<file path="src/rtl/iomem_wb_bridge.sv">
// iomem_wb_bridge: picosoc iomem to multi-slave Wishbone classic bridge.
// Decodes the request address to a one-hot slave select (lowest index wins),
// muxes the selected slave's read data back, and answers unmapped addresses
// and stalled slaves with ERR_DATA so that the CPU never hangs.
module iomem_wb_bridge #(
    parameter int                        NUM_SLAVES     = 2,
    parameter logic [7:0]                WINDOW_MIN     = 8'h03,
    parameter logic [32*NUM_SLAVES-1:0]  SLAVE_BASE     = {32'h0310_0000, 32'h0300_0000},
    parameter logic [32*NUM_SLAVES-1:0]  SLAVE_MASK     = {32'hFFF0_0000, 32'hFFF0_0000},
    parameter int                        TIMEOUT_CYCLES = 255,
    parameter logic [31:0]               ERR_DATA       = 32'hBADB_AD00
) (
    input  logic                         clk,
    input  logic                         resetn,
    input  logic                         iomem_valid,
    output logic                         iomem_ready,
    input  logic [3:0]                   iomem_wstrb,
    input  logic [31:0]                  iomem_addr,
    input  logic [31:0]                  iomem_wdata,
    output logic [31:0]                  iomem_rdata,
    output logic [31:0]                  wbm_adr_o,
    output logic [31:0]                  wbm_dat_o,
    output logic                         wbm_we_o,
    output logic [3:0]                   wbm_sel_o,
    output logic [NUM_SLAVES-1:0]        wbm_cyc_o,
    output logic [NUM_SLAVES-1:0]        wbm_stb_o,
    input  logic [NUM_SLAVES-1:0]        wbm_ack_i,
    input  logic [32*NUM_SLAVES-1:0]     wbm_dat_i,
    output logic                         bus_timeout,
    output logic [7:0]                   err_count
);

    typedef enum logic [1:0] {
        IDLE = 2'd0,
        BUS  = 2'd1,
        DONE = 2'd2
    } state_t;

    // Last counter value before the strobe has been held TIMEOUT_CYCLES cycles.
    localparam logic [15:0] TMO_LAST = 16'(TIMEOUT_CYCLES - 1);

    state_t                 state_reg;
    logic [15:0]            tmo_count_reg;
    logic [NUM_SLAVES-1:0]  hit;
    logic [NUM_SLAVES-1:0]  dec_onehot;
    logic [31:0]            rd_slice [NUM_SLAVES];
    logic [31:0]            rd_mux;
    logic                   ack_sel;
    logic                   in_window;
    logic [7:0]             err_count_next;

    // Per-slave address match and read-data gating by the active select.
    generate
        for (genvar gi = 0; gi < NUM_SLAVES; gi++) begin : g_slave
            assign hit[gi] = ((iomem_addr & SLAVE_MASK[32*gi +: 32]) ==
                              (SLAVE_BASE[32*gi +: 32] & SLAVE_MASK[32*gi +: 32]));
            assign rd_slice[gi] = wbm_cyc_o[gi] ? wbm_dat_i[32*gi +: 32] : 32'h0;
        end
    endgenerate

    // Priority decode: scanning downward leaves the lowest matching index.
    always_comb begin
        dec_onehot = '0;
        for (int i = NUM_SLAVES - 1; i >= 0; i--) begin
            if (hit[i]) begin
                dec_onehot    = '0;
                dec_onehot[i] = 1'b1;
            end
        end
    end

    // Read mux over the one-hot select; only the selected slave's data survives.
    always_comb begin
        rd_mux = 32'h0;
        for (int i = 0; i < NUM_SLAVES; i++) begin
            rd_mux = rd_mux | rd_slice[i];
        end
    end

    // Acks from unselected slaves are masked out by the one-hot cycle.
    assign ack_sel        = |(wbm_ack_i & wbm_cyc_o);
    assign in_window      = (iomem_addr[31:24] >= WINDOW_MIN);
    assign err_count_next = (err_count == 8'hFF) ? err_count : err_count + 8'd1;
    assign wbm_stb_o      = wbm_cyc_o;

    // Bridge FSM with all outputs registered.
    always_ff @(posedge clk or negedge resetn) begin
        if (!resetn) begin
            state_reg     <= IDLE;
            tmo_count_reg <= 16'h0;
            iomem_ready   <= 1'b0;
            iomem_rdata   <= 32'h0;
            wbm_adr_o     <= 32'h0;
            wbm_dat_o     <= 32'h0;
            wbm_we_o      <= 1'b0;
            wbm_sel_o     <= 4'h0;
            wbm_cyc_o     <= '0;
            bus_timeout   <= 1'b0;
            err_count     <= 8'h0;
        end else begin
            iomem_ready <= 1'b0;
            bus_timeout <= 1'b0;
            case (state_reg)
                IDLE: begin
                    if (iomem_valid && in_window) begin
                        wbm_adr_o <= iomem_addr;
                        wbm_dat_o <= iomem_wdata;
                        wbm_sel_o <= (|iomem_wstrb) ? iomem_wstrb : 4'hF;
                        if (|hit) begin
                            wbm_we_o      <= |iomem_wstrb;
                            wbm_cyc_o     <= dec_onehot;
                            tmo_count_reg <= 16'h0;
                            state_reg     <= BUS;
                        end else begin
                            // Unmapped: no Wishbone cycle, so write enable stays low.
                            wbm_we_o    <= 1'b0;
                            iomem_rdata <= ERR_DATA;
                            iomem_ready <= 1'b1;
                            err_count   <= err_count_next;
                            state_reg   <= DONE;
                        end
                    end
                end
                BUS: begin
                    if (ack_sel) begin
                        iomem_rdata <= rd_mux;
                        iomem_ready <= 1'b1;
                        wbm_cyc_o   <= '0;
                        wbm_we_o    <= 1'b0;
                        state_reg   <= DONE;
                    end else if (tmo_count_reg == TMO_LAST) begin
                        iomem_rdata <= ERR_DATA;
                        iomem_ready <= 1'b1;
                        bus_timeout <= 1'b1;
                        wbm_cyc_o   <= '0;
                        wbm_we_o    <= 1'b0;
                        err_count   <= err_count_next;
                        state_reg   <= DONE;
                    end else begin
                        tmo_count_reg <= tmo_count_reg + 16'd1;
                    end
                end
                DONE: begin
                    // One dead cycle lets picosoc drop valid before the next decode.
                    state_reg <= IDLE;
                end
                default: begin
                    state_reg <= IDLE;
                end
            endcase
        end
    end

endmodule

</file>
<file path="config.mk">
export PLATFORM = sky130hd
export DESIGN_NAME = iomem_wb_bridge
export DESIGN_NICKNAME = d
export VERILOG_FILES = /design/src/rtl/iomem_wb_bridge.sv
export SDC_FILE = /design/constraint.sdc
export NUM_CORES = 1
export LEC_CHECK = 0
export CAP_MARGIN = 20
export CORE_ASPECT_RATIO = 0.8
export CORE_MARGIN = 1
export CORE_UTILIZATION = 42
export CTS_BUF_LIST = sky130_fd_sc_hd__clkbuf_4 sky130_fd_sc_hd__clkbuf_8 sky130_fd_sc_hd__clkbuf_16
export DETAILED_ROUTE_END_ITERATION = 6
export PLACE_DENSITY = 0.79
export RECOVER_POWER = 50
export SKIP_LAST_GASP = 1
export SLEW_MARGIN = 5
export SYNTH_ARGS = -nofsm -noshare
export SYNTH_HDL_FRONTEND = slang
export SYNTH_SLANG_ARGS = --single-unit
</file>
<file path="constraint.sdc">
create_clock -name clk -period 2.2 [get_ports clk]
set_input_delay 0.44 -clock clk [delete_from_list [all_inputs] [get_ports clk]]
set_output_delay 0.44 -clock clk [all_outputs]
set_load 0.02 [all_outputs]
</file>
==> impl_metrics.py <==
metrics = {
    "clock_network": {
        "numCtsBuffers": 17,
        "h-tree-depth": 4,
        "clkSinkCount": 131,
        "root_buffer": "clkbuf_16",
        "path_clk_slew_ps": 50,
        "clock_latency_ps": 410,
        "clockBufferDepth": 2,
        "cts_tree": "done",
    },
    "routing": {
        "first_pass_iters": 7,
        "vias": 4937,
        "routed_wl_um": 17200,
        "drc": 0,
        "viasPerCell": 5.23,
        "ant_nets": 0,
        "drtIter0Drc": 221,
        "routedWlPerCell_um": 18.2,
    },
    "finish": {
        "layout-drive-gt1-share_pct": 19.6,
        "final_cell_mix": "clkdlybuf4s50_1, dfrtp_1, mux2_2",
        "layout_commonest_cell": "clkdlybuf4s50_1",
        "finish.utilization_pct": 71.4,
        "syn2layout_area_growth_pct": 64.7,
        "final_cell_area_um2": 9220,
        "layout.nets": 896,
        "antenna_cells": 0,
        "final_cells": 944,
        "top_regs": "iomem_rdata: 32 flops, wbm_adr_o: 32 flops, wbm_dat_o: 32 flops",
    },
    "worst_setup_path": {
        "r2r_start": "tmo_count_reg[0]",
        "cpMaxStageDelayCell": "dfrtp_1",
        "cpPeakStageDelay_ps": 380,
        "timing.reg2reg.setup_slack_ps": 60,
        "cp.arrival_ps": 2430,
        "cp.depth": 8,
        "critPathTopFamily": "simple AND/OR/NAND/NOR gates",
        "r2r_end": "err_count[1]",
        "crit_buf_inv": 2,
        "worstPathRequired_ps": 2490,
        "crit_start": "tmo_count_reg[0]",
        "cp_cell_sequence": "inv_1 -> ha_1 -> nor4b_1 -> and4_4 -> mux2i_2 -> buf_4 -> nor3_4 -> mux2_2",
        "crit_path_end_kind": "flop",
        "critPathKind": "flop to flop",
        "setup.worst_path.end": "err_count[1]",
        "r2r_cells": 8,
        "crit_fanout": 7,
        "start_kind": "flop",
    },
    "global_routing": {
        "track_usage_pct": 25.7,
        "grt_pass1_vias": 4960,
        "grt_max_degree": 53,
        "antenna_found_initial": 0,
        "grt_pass1_wl_um": 26500,
        "grt-ovfl-total": 0,
    },
    "placed_design": {
        "hpwlAfterDp_um": 12600,
        "placed_cells": 910,
        "placed_cell_area_um2": 8540,
        "portBuffers": 251,
        "place.gp.congestion": 0.860,
    },
    "synthesis": {
        "synthCells": 472,
        "yosysWarnings": 0,
        "yosys.cell_types.count": 48,
        "seq_area_frac_synth_pct": 58.6,
        "async_reset_ff_share_pct": 100,
        "syn-cell-area_um2": 5600,
        "syn_area_per_cell_um2": 11.9,
        "syn_nets": 612,
        "synth-edff-count": 0,
        "synth_seq_cells": 131,
        "synth-main-ff-cell": "dfrtp_1",
    },
    "sta": {
        "hold_viol": 0,
        "max_slew.worst_pin.slew_ps": 742,
        "clock_skew_ps": 8.70,
        "fin_crit_ps": 2140,
        "setup-violations-final": 0,
        "final.setup.tns_ps": 0,
        "slew_headroom_pct": 50.6,
        "final_max_slew_viol_count": 0,
        "period_share_pct": 97.2,
        "timing.fmax_mhz": 468,
        "rsz0062_at_grt": "true",
    },
    "die": {
        "coreArea_um2": 12900,
        "start_util_pct": 43.3,
        "std_cell_rows": 37,
        "dieArea_um2": 13800,
        "fp.dieH_um": 105,
        "pin_count": 252,
        "die_width_um": 131,
    },
    "outcome": {
        "status": "finished clean",
    },
    "power": {
        "cellPowerDensity_nw_per_um2": 810,
        "cellLeakagePower_nw": 3.83,
        "vdd_drop_max_mv": 0.643,
    },
    "hold_path": {
        "min_path_type": "input pin to asynchronous set/reset pin",
    },
    "run": {
        "cap_violations": 0,
    },
}
cell families after synthesis:
| family | after synthesis | share of synthesized area, % |
|---|---|---|
| adder cells (fa/ha/maj) | 3 | 0.671 |
| XOR/XNOR | 7 | 1.10 |
| multiplexers | 67 | 13.5 |
| flip-flops | 131 | 58.6 |
| buffers and inverters | 37 | 2.95 |
| AND/OR/NAND/NOR | 131 | 11.5 |
| AO/OA/AOI/OAI | 96 | 11.7 |
power by group:
group          switching (W)  internal [W]
combinational       0.000711      0.000881
sequential          0.000164       0.00266
clock                0.00104       0.00201
total                0.00191       0.00555
stage by stage:
step	setup slack (ps)	total power [W]	hold WS (ps)
4_1_cts	8.28	0.00753	455
2_1_floorplan	227	0.00350	144
5_1_grt	-34.8	0.00774	477
3_5_place_dp	-358	0.00446	325
6_report	62.2	0.00746	447
3_3_place_gp	-258	0.00442	323
what timing repair did:
| item | in CTS | in global routing |
|---|---|---|
| hold endpoints to repair | 25 | 0 |
| cloned | 0 | 0 |
| pin swaps | 0 | 2 |
| setup endpoints to repair | 12 | 17 |
| hold buffers | 1 | 0 |
| gates resized for setup | 1 | 5 |
| setup buffers | 0 | 1 |
how the worst min path moves through the flow:
stage	cells after the start	endpoint	slack, ps
2_1_floorplan	0	bus_timeout	140
3_3_place_gp	1	wbm_adr_o[2]	320
3_5_place_dp	1	wbm_adr_o[7]	330
4_1_cts	2	wbm_dat_o[3]	460
5_1_grt	2	wbm_dat_o[3]	480
6_report	2	wbm_adr_o[7]	450
area by class of cell:
type                    instances  area (um2)
clock buffers                  21         474
flip-flops and latches        131        3280
multi-input cells             304        2190
well taps                     175         219
fillers                       856        3700
clock inverters                11         174
repair buffers                293        2850
inverters                       9        33.8
synthesized netlist by cell type, drive strengths merged, types with 2 or more instances:
cell type | n | area [um2]
mux2 | 65 | 732
ha | 3 | 37.5
nand2b | 3 | 18.8
a22oi | 17 | 128
nand2 | 32 | 120
nand3 | 10 | 50.1
nand4 | 3 | 25.0
a221oi | 17 | 166
clkbuf | 13 | 48.8
nor4 | 7 | 58.8
nor2 | 51 | 191
buf | 15 | 82.6
xor2 | 7 | 61.3
nor4b | 4 | 35.0
dfrtp | 131 | 3280
and3 | 6 | 37.5
a31oi | 4 | 25.0
inv | 9 | 33.8
and4 | 3 | 26.3
a21o | 2 | 15.0
a21oi | 13 | 76.3
mux2i | 2 | 23.8
o21ai | 34 | 170
nor3 | 5 | 30.0
or3 | 2 | 12.5
per-layer routing:
layer  share of wire, %  up-vias  track usage, %
met5                  0        -               0
met4                2.2        0            9.44
met3                9.7       26            9.39
met2                 51      199            44.4
met1                 37     2435            28.7
li1                   -     2277               -
(Power assumes the default switching activity.)
